### src/rtl/bcd_timer_ctrl.sv
// Two-digit BCD countdown timer with IDLE/RUN/PAUSED/DONE control FSM.
// Digits decrement once every TICK_DIV cycles in RUN and stop at 00.
module bcd_timer_ctrl #(
    parameter int TICK_DIV = 10
) (
    input  logic       clk,
    input  logic       rst_n,
    input  logic       load,
    input  logic [7:0] load_val,
    input  logic       start,
    input  logic       pause,
    input  logic       clear,
    output logic [3:0] tens,
    output logic [3:0] ones,
    output logic       running,
    output logic       done
);

    typedef enum logic [1:0] {IDLE, RUN, PAUSED, DONE} state_e;

    localparam logic [7:0] TICK_LAST = 8'(TICK_DIV - 1);

    state_e     state_q, state_d;
    logic [3:0] tens_q, tens_d;
    logic [3:0] ones_q, ones_d;
    logic [7:0] presc_q, presc_d;
    logic       running_q, running_d;
    logic       done_q, done_d;
    logic       do_count;
    logic [3:0] load_tens, load_ones;

    assign load_tens = (load_val[7:4] > 4'd9) ? 4'd9 : load_val[7:4];
    assign load_ones = (load_val[3:0] > 4'd9) ? 4'd9 : load_val[3:0];

    always_ff @(posedge clk) begin
        if (!rst_n) begin
            state_q   <= IDLE;
            tens_q    <= '0;
            ones_q    <= '0;
            presc_q   <= '0;
            running_q <= 1'b0;
            done_q    <= 1'b0;
        end else begin
            state_q   <= state_d;
            tens_q    <= tens_d;
            ones_q    <= ones_d;
            presc_q   <= presc_d;
            running_q <= running_d;
            done_q    <= done_d;
        end
    end

    // Only the highest-priority asserted control acts; an ignored one still blocks lower ones.
    always_comb begin
        state_d  = state_q;
        tens_d   = tens_q;
        ones_d   = ones_q;
        presc_d  = '0;
        do_count = 1'b0;

        if (clear) begin
            state_d = IDLE;
            tens_d  = '0;
            ones_d  = '0;
        end else if (load) begin
            if (state_q == RUN) begin
                do_count = 1'b1;
            end else begin
                state_d = IDLE;
                tens_d  = load_tens;
                ones_d  = load_ones;
            end
        end else if (pause) begin
            if (state_q == RUN) begin
                state_d = PAUSED;
            end
        end else if (start) begin
            case (state_q)
                IDLE:    state_d = ((tens_q == 4'd0) && (ones_q == 4'd0)) ? DONE : RUN;
                PAUSED:  state_d = RUN;
                RUN:     do_count = 1'b1;
                default: state_d = state_q;
            endcase
        end else if (state_q == RUN) begin
            do_count = 1'b1;
        end

        if (do_count) begin
            if (presc_q == TICK_LAST) begin
                presc_d = '0;
                if (ones_q != 4'd0) begin
                    ones_d = ones_q - 4'd1;
                end else begin
                    ones_d = 4'd9;
                    tens_d = (tens_q == 4'd0) ? 4'd9 : tens_q - 4'd1;
                end
                if ((tens_q == 4'd0) && (ones_q == 4'd1)) begin
                    state_d = DONE;
                end
            end else begin
                presc_d = presc_q + 8'd1;
            end
        end
    end

    always_comb begin
        running_d = (state_d == RUN);
        done_d    = (state_d == DONE) && (state_q != DONE);
    end

    assign tens    = tens_q;
    assign ones    = ones_q;
    assign running = running_q;
    assign done    = done_q;

endmodule

### config.mk
export PLATFORM = sky130hd
export DESIGN_NAME = bcd_timer_ctrl
export DESIGN_NICKNAME = d
export VERILOG_FILES = /design/src/rtl/bcd_timer_ctrl.sv
export SDC_FILE = /design/constraint.sdc
export NUM_CORES = 1
export LEC_CHECK = 0
export CAP_MARGIN = 20
export CORE_MARGIN = 3
export CORE_UTILIZATION = 45
export DETAILED_ROUTE_END_ITERATION = 7
export GPL_TIMING_DRIVEN = 0
export PLACE_DENSITY_LB_ADDON = 0.12
export SETUP_SLACK_MARGIN = 0.1
export SLEW_MARGIN = 20
export SYNTH_ARGS = -nofsm -noshare
export SYNTH_HDL_FRONTEND = slang
export SYNTH_SLANG_ARGS = --single-unit
export TNS_END_PERCENT = 50
### constraint.sdc
create_clock -name clk -period 2.27 [get_ports clk]
set_input_delay 0.3405 -clock clk [delete_from_list [all_inputs] [get_ports clk]]
set_output_delay 0.3405 -clock clk [all_outputs]
set_load 0.03 [all_outputs]
==> impl_metrics.sql <==
INSERT INTO impl_metrics (metric_group, metric, value, unit) VALUES
('clock_network', 'cts_num_sinks', '20', ''),
('sta', 'worst_slew_margin_rel', '55.13', '%'),
('floorplan', 'die-area', '0.003291', 'mm²'),
('sta', 'final.setup.worst_slack', '295.3', 'ps'),
('floorplan', 'core-area', '0.002361', 'mm²'),
('worst_setup_path', 'crit_path_cell_trace', 'nand2b_1 -> clkbuf_1 -> or4b_4 -> a2111o_1 -> o211a_1', ''),
('logic_synthesis', 'avgSynthCellArea', '8.133', 'µm²'),
('sta', 'final_worst_path_period_share', '86.99', '%'),
('route', 'wl_met3', '180', 'µm'),
('clock_network', 'cts-htree-levels', '1', ''),
('logic_synthesis', 'synth-seq-area-share', '33.72', '%'),
('worst_setup_path', 'cpPeakStageDelay', '600', 'ps'),
('route', 'highest-signal-layer', 'met4', ''),
('run_status', 'outcome', 'finished clean', ''),
('clock_network', 'post_cts.repair.setup_buffers', '0', ''),
('global_route', 'global_route.usage.total', '19.09', '%'),
('logic_synthesis', 'synth-edff-count', '0', ''),
('route', 'starting_drc_count_in_detailed_routing', '55', ''),
('worst_setup_path', 'critical_path.reg2reg.startpoint', 'state_q[1]$_SDFF_PN0_', ''),
('power', 'power.density_cell_area', '462.8', 'mW/mm²'),
('logic_synthesis', 'synthesis.area', '0.001187', 'mm²'),
('worst_setup_path', 'setup.worst_path.class', 'flop to flop', ''),
('power', 'leakagePower', '0.0005705', 'µW'),
('route', 'via_count', '1237', ''),
('logic_synthesis', 'share_of_synthesized_registers_carrying_an_async_set_or_reset', '0', '%'),
('placed_design', 'port_buffers', '23', ''),
('power', 'post-layout-total-power', '689.6', 'µW'),
('sta', 'setup_viol', '0', ''),
('layout', 'final_util', '63.12', '%'),
('clock_network', 'tritoncts', 'done', ''),
('route', 'drc', '0', ''),
('sta', 'timing_worst_slew_pin_value', '666.9', 'ps'),
('sta', 'hold_viol_final', '0', ''),
('route', 'antenna_violating_nets_post_route', '0', ''),
('worst_setup_path', 'worstPathRequired', '2480', 'ps'),
('sta', 'final.setup_skew', '3.235', 'ps'),
('sta', 'clock.fmax', '0.5064', 'GHz'),
('route', 'routedLengthMet1', '1.415', 'mm'),
('sta', 'final.setup.tns', '0', 'ps'),
('worst_setup_path', 'critical_path.startpoint', 'state_q[1]$_SDFF_PN0_', ''),
('global_route', 'grt_first_pass_wirelength', '5.009', 'mm'),
('floorplan', 'pin_count', '24', ''),
('floorplan', 'floorplan.initialDensity', '50.29', '%'),
('route', 'avgRoutedWirePerCell', '14.99', 'µm'),
('logic_synthesis', 'synth-seq-cells', '20', ''),
('worst_setup_path', 'worst_setup_path_start_kind', 'flop', ''),
('logic_synthesis', 'postSynth.topFlopCell', 'sky130_fd_sc_hd__dfxtp_1', ''),
('route', 'vias_per_cell', '6.154', ''),
('clock_network', 'cts_made_buffers', '3', ''),
('floorplan', 'die_height', '57.37', 'µm'),
('route', 'detailedRoute.firstPassIterationCount', '4', ''),
('layout', 'fin_nets', '190', ''),
('global_route', 'grt_antenna_before_repair', '0', ''),
('logic_synthesis', 'postSynthNetCount', '162', ''),
('run', 'cap_viol_max_count', '0', ''),
('clock_network', 'worst_setup_hold_path_clk_slew', '120', 'ps'),
('placed_design', 'detailed_place_hpwl', '2.242', 'mm'),
('logic_synthesis', 'synth_cell_type_count', '38', ''),
('layout', 'fin_cells', '201', ''),
('placed_design', 'place_worst_setup_slack', '94.67', 'ps'),
('route', 'totalWireLength', '3.012', 'mm'),
('sta', 'min_period', '1975', 'ps'),
('layout', 'drive_gt1_share', '5.202', '%'),
('layout', 'final.fill_count', '212', ''),
('global_route', 'number_of_global_route_vias_before_repair', '1106', ''),
('global_route', 'globalRoute.totalOverflow', '0', ''),
('clock_network', 'cts_root_buf', 'sky130_fd_sc_hd__clkbuf_4', ''),
('placed_design', 'gp_congestion', '0.8472', ''),
('sta', 'rsz0062_at_grt', 'false', ''),
('clock_network', 'clock_latency_late_sink', '300', 'ps'),
('worst_setup_path', 'cp_data_arrival_time', '2190', 'ps');
-- registers in the layout (all words and copies together) (netlist names) --
signal and flops:
presc_q 8, ones 4, tens 4, state_q 2, done 1, running 1
-- metrics by stage --
stage	cell area, µm²	hold WS (ps)
after floorplan	1187	441.0
after global routing	1490	545.8
after CTS	1489	502.5
after detailed placement	1453	473.7
after global placement	1453	459.5
final	1490	501.2
-- Yosys cell counts (2+ instances only) --
| master | number | share of area (%) |
|---|---|---|
| sky130_fd_sc_hd__o21ai_0 | 14 | 5.9 |
| sky130_fd_sc_hd__nor3_1 | 7 | 3.0 |
| sky130_fd_sc_hd__nand4_1 | 5 | 2.6 |
| sky130_fd_sc_hd__o31ai_1 | 3 | 1.9 |
| sky130_fd_sc_hd__nand4b_1 | 6 | 4.4 |
| sky130_fd_sc_hd__nor2b_1 | 5 | 2.6 |
| sky130_fd_sc_hd__and4_1 | 2 | 1.5 |
| sky130_fd_sc_hd__nand3_1 | 7 | 3.0 |
| sky130_fd_sc_hd__and3_1 | 4 | 2.1 |
| sky130_fd_sc_hd__nand2b_1 | 3 | 1.6 |
| sky130_fd_sc_hd__xnor2_1 | 5 | 3.7 |
| sky130_fd_sc_hd__clkbuf_1 | 6 | 1.9 |
| sky130_fd_sc_hd__a21o_1 | 2 | 1.3 |
| sky130_fd_sc_hd__xor2_1 | 3 | 2.2 |
| sky130_fd_sc_hd__nand2_1 | 5 | 1.6 |
| sky130_fd_sc_hd__a21oi_1 | 6 | 2.5 |
| sky130_fd_sc_hd__and4b_1 | 2 | 1.7 |
| sky130_fd_sc_hd__nor2_1 | 17 | 5.4 |
| sky130_fd_sc_hd__ha_1 | 2 | 2.1 |
| sky130_fd_sc_hd__o211a_1 | 4 | 3.4 |
| sky130_fd_sc_hd__inv_1 | 2 | 0.63 |
| sky130_fd_sc_hd__dfxtp_1 | 20 | 34 |
-- critical path: cells and delay by family (launching register included) --
family / cells / cell delay (ps)
AO/OA/AOI/OAI: 2 / 520
buffers and inverters: 1 / 240
flip-flops: 1 / 370
AND/OR/NAND/NOR: 2 / 750
-- cells by family (layout without fill, tap and decap cells) --
logic type	count (synthesis)	after routing	share of synthesized area (%)
buffers and inverters	9	36	2.950
AO/OA/AOI/OAI	35	35	19.60
AND/OR/NAND/NOR	72	72	35.72
XOR/XNOR	8	8	5.901
flip-flops	20	20	33.72
adder cells (fa/ha/maj)	2	2	2.107
-- timing repair --
action | CTS | global route
hold endpoints to repair | 0 | 0
endpoints found under the setup margin | 0 | 1
resized for setup | 0 | 2
-- cell usage in the layout, fill, tap and decap left out, drive strengths merged, types with 2 or more instances in the layout --
cell type | Yosys | layout
dfxtp | 20 | 20
nor2b | 5 | 5
and4b | 2 | 2
clkdlybuf4s50 | 0 | 23
inv | 2 | 2
nand4b | 6 | 6
a21oi | 6 | 6
xnor2 | 5 | 5
nand2 | 5 | 5
xor2 | 3 | 3
ha | 2 | 2
and3 | 4 | 4
nand4 | 5 | 5
or3b | 2 | 2
o211a | 4 | 4
nor3 | 7 | 7
nor2 | 17 | 17
nand3 | 7 | 7
a21o | 2 | 2
nand2b | 3 | 3
o31ai | 3 | 3
and4 | 2 | 2
o21ai | 14 | 14
clkbuf | 6 | 10
-- power breakdown --
part           total [µW]  switching [µW]  internal [µW]
Clock                 213             115           97.9
Combinational         112            57.4           54.6
Sequential            365            8.09            357
-- path summary, 6_finish.rpt --
| check | endpoint | slack (ps) | cells past startpoint |
|---|---|---|---|
| max | tens[1]$_SDFF_PN0_ | 300 | 5 |
| min | presc_q[0]$_SDFF_PP0_ | 500 | 1 |
| max reg2reg | tens[1]$_SDFF_PN0_ | 300 | 5 |
| min reg2reg | presc_q[0]$_SDFF_PP0_ | 500 | 1 |
-- final cells by class --
class | count | area (µm²) | share of cell area, %
multi-input cells | 117 | 752.0 | 50.46
flip-flops and latches | 20 | 400.4 | 26.87
repair buffers | 23 | 230.2 | 15.45
clock buffers | 4 | 36.28 | 2.435
well taps | 28 | 35.03 | 2.351
plain buffers | 7 | 28.78 | 1.931
inverters | 2 | 7.507 | 0.5038
-- layer usage --
layer | global-route usage, % | vias up
met5 | 0 | -
met4 | 5.298 | 0
met3 | 5.430 | 4
met2 | 31.13 | 44
met1 | 24.42 | 587
li1 | - | 602
(Power assumes the default switching activity.)
